**config.mk**
```make
export PLATFORM = sky130hd
export DESIGN_NAME = rev_gate_counter
export DESIGN_NICKNAME = d
export VERILOG_FILES = /design/src/rtl/rev_pkg.sv /design/src/rtl/rev_pulse_sync.sv /design/src/rtl/rev_gate_counter.sv
export SDC_FILE = /design/constraint.sdc
export NUM_CORES = 1
export LEC_CHECK = 0
export CORE_MARGIN = 4
export CORE_UTILIZATION = 60
export CTS_BUF_LIST = sky130_fd_sc_hd__clkbuf_4 sky130_fd_sc_hd__clkbuf_8
export DETAILED_ROUTE_END_ITERATION = 8
export GPL_TIMING_DRIVEN = 0
export PLACE_DENSITY = 0.84
export SLEW_MARGIN = 15
export SYNTH_ARGS = -nofsm -noshare
export SYNTH_HDL_FRONTEND = slang
export SYNTH_SLANG_ARGS = --single-unit
```
**constraint.sdc**
```tcl
create_clock -name clk -period 2.8 [get_ports clk]
set_input_delay 0.56 -clock clk [delete_from_list [all_inputs] [get_ports clk]]
set_output_delay 0.56 -clock clk [all_outputs]
set_load 0.1 [all_outputs]
```
**src/rtl/rev_pkg.sv**
```systemverilog
// Shared types and default sizing for the rev-counter path (divider, gate counter, display).
package rev_pkg;

    typedef enum logic {
        IDLE = 1'b0,
        GATE = 1'b1
    } state_t;

    localparam int GATE_CYCLES_DEF = 5_000_000;
    localparam int CNT_W_DEF       = 16;
    localparam int DEB_CYCLES_DEF  = 1000;

endpackage

```
**src/rtl/rev_pulse_sync.sv**
```systemverilog
// Sensor front end: 2-FF synchronizer, optional debounce (REV_GATE_DEBOUNCE_EN), rising-edge detect.
// edge_o is a one-cycle pulse driven only from registers.
module rev_pulse_sync
    import rev_pkg::*;
#(
    parameter int DEB_CYCLES = DEB_CYCLES_DEF
) (
    input  logic clk,
    input  logic rst,
    input  logic pulse_i,
    output logic edge_o
);

    logic meta_q;
    logic sync_q;
    logic prev_q;
    logic level;

    always_ff @(posedge clk) begin
        // NOTE: sequential state uses non-blocking assignments so every register samples pre-edge values.
        if (rst) begin
            meta_q <= 1'b0;
            sync_q <= 1'b0;
        end else begin
            meta_q <= pulse_i;
            sync_q <= meta_q;
        end
    end

`ifdef REV_GATE_DEBOUNCE_EN
    localparam int DEB_W = $clog2(DEB_CYCLES + 1);
    localparam logic [DEB_W-1:0] DEB_LAST = DEB_W'(DEB_CYCLES - 1);

    logic [DEB_W-1:0] deb_cnt_q;
    logic             filt_q;

    // The filtered level flips only after sync_q disagrees with it for DEB_CYCLES cycles in a row.
    always_ff @(posedge clk) begin
        if (rst) begin
            deb_cnt_q <= '0;
            filt_q    <= 1'b0;
        end else if (sync_q == filt_q) begin
            deb_cnt_q <= '0;
        end else if (deb_cnt_q == DEB_LAST) begin
            deb_cnt_q <= '0;
            filt_q    <= sync_q;
        end else begin
            deb_cnt_q <= deb_cnt_q + DEB_W'(1);
        end
    end

    assign level = filt_q;
`else
    // Filter length has no effect when the debounce build is off.
    logic unused_deb_cfg;
    assign unused_deb_cfg = (DEB_CYCLES > 0);

    assign level = sync_q;
`endif

    always_ff @(posedge clk) begin
        if (rst) begin
            prev_q <= 1'b0;
        end else begin
            prev_q <= level;
        end
    end

    assign edge_o = level & ~prev_q;

endmodule

```
**src/rtl/rev_gate_counter.sv**
```systemverilog
// Revolution counter: counts sensor edges over back-to-back windows of GATE_CYCLES clocks.
// Define REV_GATE_DEBOUNCE_EN to insert the debounce filter ahead of the edge detector.
module rev_gate_counter
    import rev_pkg::*;
#(
    parameter int GATE_CYCLES = GATE_CYCLES_DEF,
    parameter int CNT_W       = CNT_W_DEF,
    parameter int DEB_CYCLES  = DEB_CYCLES_DEF
) (
    input  logic             clk,
    input  logic             rst,
    input  logic             en,
    input  logic             pulse_in,
    output logic [CNT_W-1:0] count,
    output logic             count_valid,
    output logic             overflow,
    output logic             busy
);

    localparam int GATE_W = $clog2(GATE_CYCLES);
    localparam logic [GATE_W-1:0] GATE_LAST = GATE_W'(GATE_CYCLES - 1);
    localparam logic [CNT_W-1:0]  CNT_MAX   = '1;

    state_t            state_q;
    logic [GATE_W-1:0] gate_cnt_q;
    logic [CNT_W-1:0]  pulse_cnt_q;
    logic [CNT_W-1:0]  pulse_cnt_d;
    logic              ovf_q;
    logic              ovf_d;
    logic [CNT_W-1:0]  count_q;
    logic              overflow_q;
    logic              valid_q;
    logic              busy_q;
    logic              edge_pulse;
    logic              terminal;

    rev_pulse_sync #(
        .DEB_CYCLES(DEB_CYCLES)
    ) u_sync (
        .clk    (clk),
        .rst    (rst),
        .pulse_i(pulse_in),
        .edge_o (edge_pulse)
    );

    // Pulse count including this cycle's edge; saturates and raises the sticky flag instead of wrapping.
    always_comb begin
        // NOTE: every combinational output gets a default first, so no path can infer a latch.
        pulse_cnt_d = pulse_cnt_q;
        ovf_d       = ovf_q;
        if (edge_pulse) begin
            if (pulse_cnt_q == CNT_MAX) begin
                ovf_d = 1'b1;
            end else begin
                pulse_cnt_d = pulse_cnt_q + CNT_W'(1);
            end
        end
    end

    assign terminal = (state_q == GATE) && (gate_cnt_q == GATE_LAST);

    always_ff @(posedge clk) begin
        if (rst) begin
            state_q     <= IDLE;
            gate_cnt_q  <= '0;
            pulse_cnt_q <= '0;
            ovf_q       <= 1'b0;
            count_q     <= '0;
            overflow_q  <= 1'b0;
            valid_q     <= 1'b0;
            busy_q      <= 1'b0;
        end else begin
            valid_q <= 1'b0;
            case (state_q)
                IDLE: begin
                    gate_cnt_q  <= '0;
                    pulse_cnt_q <= '0;
                    ovf_q       <= 1'b0;
                    if (en) begin
                        state_q <= GATE;
                        busy_q  <= 1'b1;
                    end
                end
                GATE: begin
                    if (terminal) begin
                        // Publish even if en dropped this cycle; the next window starts with no gap.
                        count_q     <= pulse_cnt_d;
                        overflow_q  <= ovf_d;
                        valid_q     <= 1'b1;
                        gate_cnt_q  <= '0;
                        pulse_cnt_q <= '0;
                        ovf_q       <= 1'b0;
                        state_q     <= en ? GATE : IDLE;
                        busy_q      <= en;
                    end else if (!en) begin
                        gate_cnt_q  <= '0;
                        pulse_cnt_q <= '0;
                        ovf_q       <= 1'b0;
                        state_q     <= IDLE;
                        busy_q      <= 1'b0;
                    end else begin
                        gate_cnt_q  <= gate_cnt_q + GATE_W'(1);
                        pulse_cnt_q <= pulse_cnt_d;
                        ovf_q       <= ovf_d;
                    end
                end
                default: begin
                    state_q <= IDLE;
                    busy_q  <= 1'b0;
                end
            endcase
        end
    end

    assign count       = count_q;
    assign count_valid = valid_q;
    assign overflow    = overflow_q;
    assign busy        = busy_q;

endmodule

```
# Word-level counts from Yosys, hierarchy flattened
# Index checks and enable logic that the tools add are counted.
# op_classes
n_addsub,2
n_eq_ne,4
n_mux,19
n_bitwise,3
reduce_logical,4
# op_table
op,count
2-to-1 mux 16 bit,4
2-to-1 mux 23 bit,2
case mux 23 bit (2 select lines),1
case mux 16 bit (2 select lines),1
adder 23 x 1 -> 23 bit (second input constant),1
equality test 23 bit (second input constant),1
adder 16 x 1 -> 16 bit (second input constant),1
equality test 16 bit (second input constant),1
2-to-1 mux 1 bit,9
case mux 1 bit (2 select lines),2
AND reduction 2 bit,2
!= test 3 x 2 -> 1 bit (second input constant),1
!= test 2 bit (second input constant),1
NOT 1 bit,2
OR reduction 2 bit,1
bitwise AND 1 bit,1
logical AND 1 bit,1
# totals
register_bits,63
in_bits,4
out_inout_bits,19
wordCells,43

# Longest topological paths before layout
# Gate-level depths: netlist (run 1).
# logic_depth
depth_word,6
depth_mapped,8
mapped_depth_nobuf,6

# Hierarchy
# A second synthesis (run 1) with hierarchy kept.
# unflattened
cells_unflattened,294
hier_area_um2,2690.1
# by_module_without_submodules
mod,n_inst,cells_per_inst,area_each_um2,seq_area_each_um2
rev_gate_counter,1,287,2602.5,1201.2
rev_pulse_sync,1,7,87.6,60.1

# Worst setup path after synthesis (run 1)
# Ideal clock, no wire load.
# synth_path
path_kind,reg-to-reg
start,register pulse_cnt_q[0]
end,"register count_q[9], in the netlist count[9]"
setup_ns,0.132
arrival_ns,1.671
required_ns,2.668
slack_ns,0.997
stages_incl_launch_ff,7
n_path_buf,0
synth_period_minus_slack_ns,1.803
cell_sequence,dfxtp_1 ha_1 nand4_4 o41ai_4 or2b_2 xnor2_1 a211oi_2
# synth_between
elab_chain_cells,3
elab_cells_between_ends,4
cone_classes,add/sub: 1; eq/ne: 1; mux: 2
# synth_rtl
item,line,source
start: declaration,rev_gate_counter.sv:26,logic [CNT_W-1:0] pulse_cnt_q;
start signal: assignment,rev_gate_counter.sv:103,pulse_cnt_q <= pulse_cnt_d;
adder 16 x 1 -> 16 bit / equality test 16 bit (equally long branches),"rev_gate_counter.sv:55, rev_gate_counter.sv:52",
2-to-1 mux 16 bit *,rev_gate_counter.sv:52,if (pulse_cnt_q == CNT_MAX) begin
2-to-1 mux 16 bit *,rev_gate_counter.sv:51,if (edge_pulse) begin
end signal: assignment,rev_gate_counter.sv:87,count_q <= pulse_cnt_d;
end: declaration,rev_gate_counter.sv:30,logic [CNT_W-1:0] count_q;
# Mark *: on every way between the ends. The rest lies on a longest branch, timed or not.
# A chain may end at the register's enable or synchronous reset.

# Worst setup path in the final report (run 1)
# layout_path
start,"register count_q[14], in the netlist count[14]"
end,output port count[14]
# layout_rtl
item,line,source
end: declaration,rev_gate_counter.sv:14,"output logic [CNT_W-1:0] count,"
# No word-level cell between the ends.

==> qor.yml, run 1 <==
outcome:
  run_status: "finished clean"
routing:
  antenna_left: 0
  drt-initial-drc-count: 100
  vias: 2184
  wirelength_um: 5619
  avgRoutedWirePerCell_um: 14.63
  drtPass1Iterations: 4
  drc: 0
  viasPerCell: 5.688
timing:
  hold-worst-slack_ns: 0.4583
  slew_headroom: 0.3430
  skew_ns: 0.006929
  worst_slew_pin_slew_ns: 0.9824
  fmax_mhz: 419.7
  rsz0062_at_grt: "false"
  worst_slack_ns: 0.4174
  tns_ns: 0
  period_needed_ns: 2.383
  maxSlewViolCount: 0
  setup_viol: 0
  fin_crit_sh: 0.8509
  finalHoldViolCount: 0
setup_path:
  path_class: "register to output port"
  crit_family: "buffers and inverters"
  path_cells: "clkdlybuf4s50_1"
  r2r-start: "pulse_cnt_q[0]$_SDFF_PP0_"
  crit_buf_inv: 1
  critPathMaxStageDelay_ns: 1.14
  cp_slowest_cell: "clkdlybuf4s50_1"
  endpoint_kind: "output port"
  worst_ep_arrival_time_ns: 1.82
  crit_path_start: "count[14]$_SDFFE_PP0P_"
  setup.worst_path.start_class: "register"
  crit_fanout: 2
  required_ns: 2.24
floorplanning:
  rows: 24
  start_util: 0.6276
  dieArea_mm2: 0.005733
  io_pins: 23
  die_h_um: 75.72
  fp.dieW_um: 75.72
  core_area_mm2: 0.004384
logic_synthesis:
  synth_xor_area_frac: 0.09550
  synth_top_area_share: 0.4584
  yosys_register_bits: 63
  syn-instance-count: 294
  synth_compound_area_frac: 0.08822
  synth_common_cells: "63 x dfxtp_1, 62 x nor2_1, 18 x xor2_1"
  synth_fa_ha_area_frac: 0.009095
  synthMuxAreaShare: 0.02683
  synth.most_common_cell: "dfxtp_1"
  ys_seq_area_frac: 0.4584
  yosys-top-cells-area: "dfxtp_1 46%, nor2_1 8.5%, xor2_1 5.7%"
  synth-edff-count: 0
  synth_nets: 300
  synth_warnings: 0
  synth_top_area_cell: "dfxtp_1"
  ys_types: 46
  synth.avg_cell_area_um2: 9.358
  ys_async_sr_fraction: 0
  syn_area_mm2: 0.002751
  synth_flop_cell: "dfxtp_1"
  synth_top_family_by_area: "simple AND/OR/NAND/NOR gates"
  synth-simple-area-share: 0.2860
clocking:
  htreeDepth: 3
  ctsResizeCount: 0
  cts.sinks: 63
  cts_setup_buffers: 0
  clk_pin_slew_ns: 0.07
  cts_buffer_depth: 2
  clkLatencyLatePin_ns: 0.34
  cts_tree: "done"
  clock-root-buffer: "clkbuf_8"
  cts_buffers: 9
  cts_hold_buf: 0
final_layout:
  diodes: 0
  design_area_mm2: 0.003216
  nFillCells: 307
  nNetsFinal: 333
  final_cells: 384
  syn_to_final_growth_pct: 16.87
  postLayoutCoreUtil: 0.7334
  drive_above_1_share: 0.1175
global_routing:
  gr-total-overflow: 0
  grt_antenna_before_repair: 0
  track_usage: 0.2206
  grt_pass1_vias: 2072
  grt_start_max_net_pins: 11
  grt_pass1_wl_um: 9363
pwr:
  power_mw: 1.653
  p_leak_nw: 1.099
  vdd_ir_drop_max_mv: 0.3483
  power.density_mw_per_mm2: 514.2
placement:
  gp_congestion: 0.9400
  placed_area_mm2: 0.003037
  io_buffers: 22
  place_ws_ns: 0.6870
  dpl.hpwl_um: 3913
  place_inst: 368
hold_path:
  min_path_type: "register to register"
  hold_start: "count[11]$_SDFFE_PP0P_"
run:
  cap_violations: 0
==> path summary, 6_finish.rpt <==
path,end,slack [ns],depth (start not counted)
setup / recovery,count[14],0.42,1
setup reg to reg,count[3]$_SDFFE_PP0P_,0.65,6
hold / removal,count[11]$_SDFFE_PP0P_,0.46,2
hold reg to reg,count[11]$_SDFFE_PP0P_,0.46,2
==> where the power goes <==
part           switching, mW  internal (mW)
registers            0.00311          0.900
clock network          0.339          0.373
logic                 0.0255         0.0129
==> sequential cells by signal, indices dropped and copies added, names as in the netlist <==
| name | count |
|---|---|
| pulse_cnt_q | 16 |
| busy | 1 |
| count | 16 |
| ovf_q | 1 |
| u_sync.prev_q | 1 |
| state_q | 1 |
| u_sync.meta_q | 1 |
| u_sync.level | 1 |
| gate_cnt_q | 23 |
| overflow | 1 |
| count_valid | 1 |
==> cells in the final DEF, fill, tap and decap left out, types with 4 or more instances in the layout <==
cell type        synthesis  layout
clkbuf_8                 0      11
nor2_1                  62      62
clkinv_2                 0       4
nand2_1                 13      13
nand4_1                  8       8
mux2i_1                  4       4
nor2b_1                  7       7
nor3_1                   6       6
xor2_1                  18      18
nand3_1                 17      17
o21ai_0                  4       4
a21oi_1                  7       7
a211oi_2                 4       4
and3_1                   6       6
dfxtp_1                 63      63
inv_1                    8       8
clkdlybuf4s50_1          0      22
xnor2_1                 12      12
nor4_1                   5       5
a211oi_1                 6       6
==> kinds of logic after synthesis <==
group | Yosys count
compound gates | 30
xor+xnor | 30
fa+ha+maj | 2
buf+inv | 17
flops | 63
mux | 7
simple gates | 145
==> cell type report <==
| type | instances | area, um2 | area share |
|---|---|---|---|
| Buffer | 9 | 68.82 | 0.02140 |
| Clock buffer | 12 | 158.9 | 0.04942 |
| Clock inverter | 4 | 20.02 | 0.006226 |
| Inverter | 8 | 30.03 | 0.009339 |
| Multi-Input combinational cell | 214 | 1391 | 0.4327 |
| Sequential cell | 63 | 1261 | 0.3922 |
| Tap cell | 52 | 65.06 | 0.02023 |
| Timing Repair Buffer | 22 | 220.2 | 0.06848 |
==> tightest hold or removal path: cells and delay by family, from the launching register on <==
family | cells | cell delay [ns]
AND/OR/NAND/NOR | 1 | 0.05
AO/OA/AOI/OAI | 1 | 0.05
flip-flops | 1 | 0.31
==> layer usage <==
metal | up-vias | GRT usage | routed length, um
li1 | 1089 | - | -
met1 | 1027 | 0.2989 | 2647
met2 | 57 | 0.3260 | 2564
met3 | 11 | 0.03958 | 277
met4 | 0 | 0.1340 | 130
met5 | - | 0 | 0
Note: power is estimated with default switching activity, not from simulation.
==> run 2, diff against run 1 <==
--- a/config.mk
+++ b/config.mk
@@ -11,7 +11,7 @@
 export DETAILED_ROUTE_END_ITERATION = 8
 export GPL_TIMING_DRIVEN = 0
 export PLACE_DENSITY = 0.84
-export SLEW_MARGIN = 15
+export SLEW_MARGIN = 20
 export SYNTH_ARGS = -nofsm -noshare
 export SYNTH_HDL_FRONTEND = slang
 export SYNTH_SLANG_ARGS = --single-unit
==> results of run 2 <==
The final DEF is identical to that of run 1; final timing and power are the same.
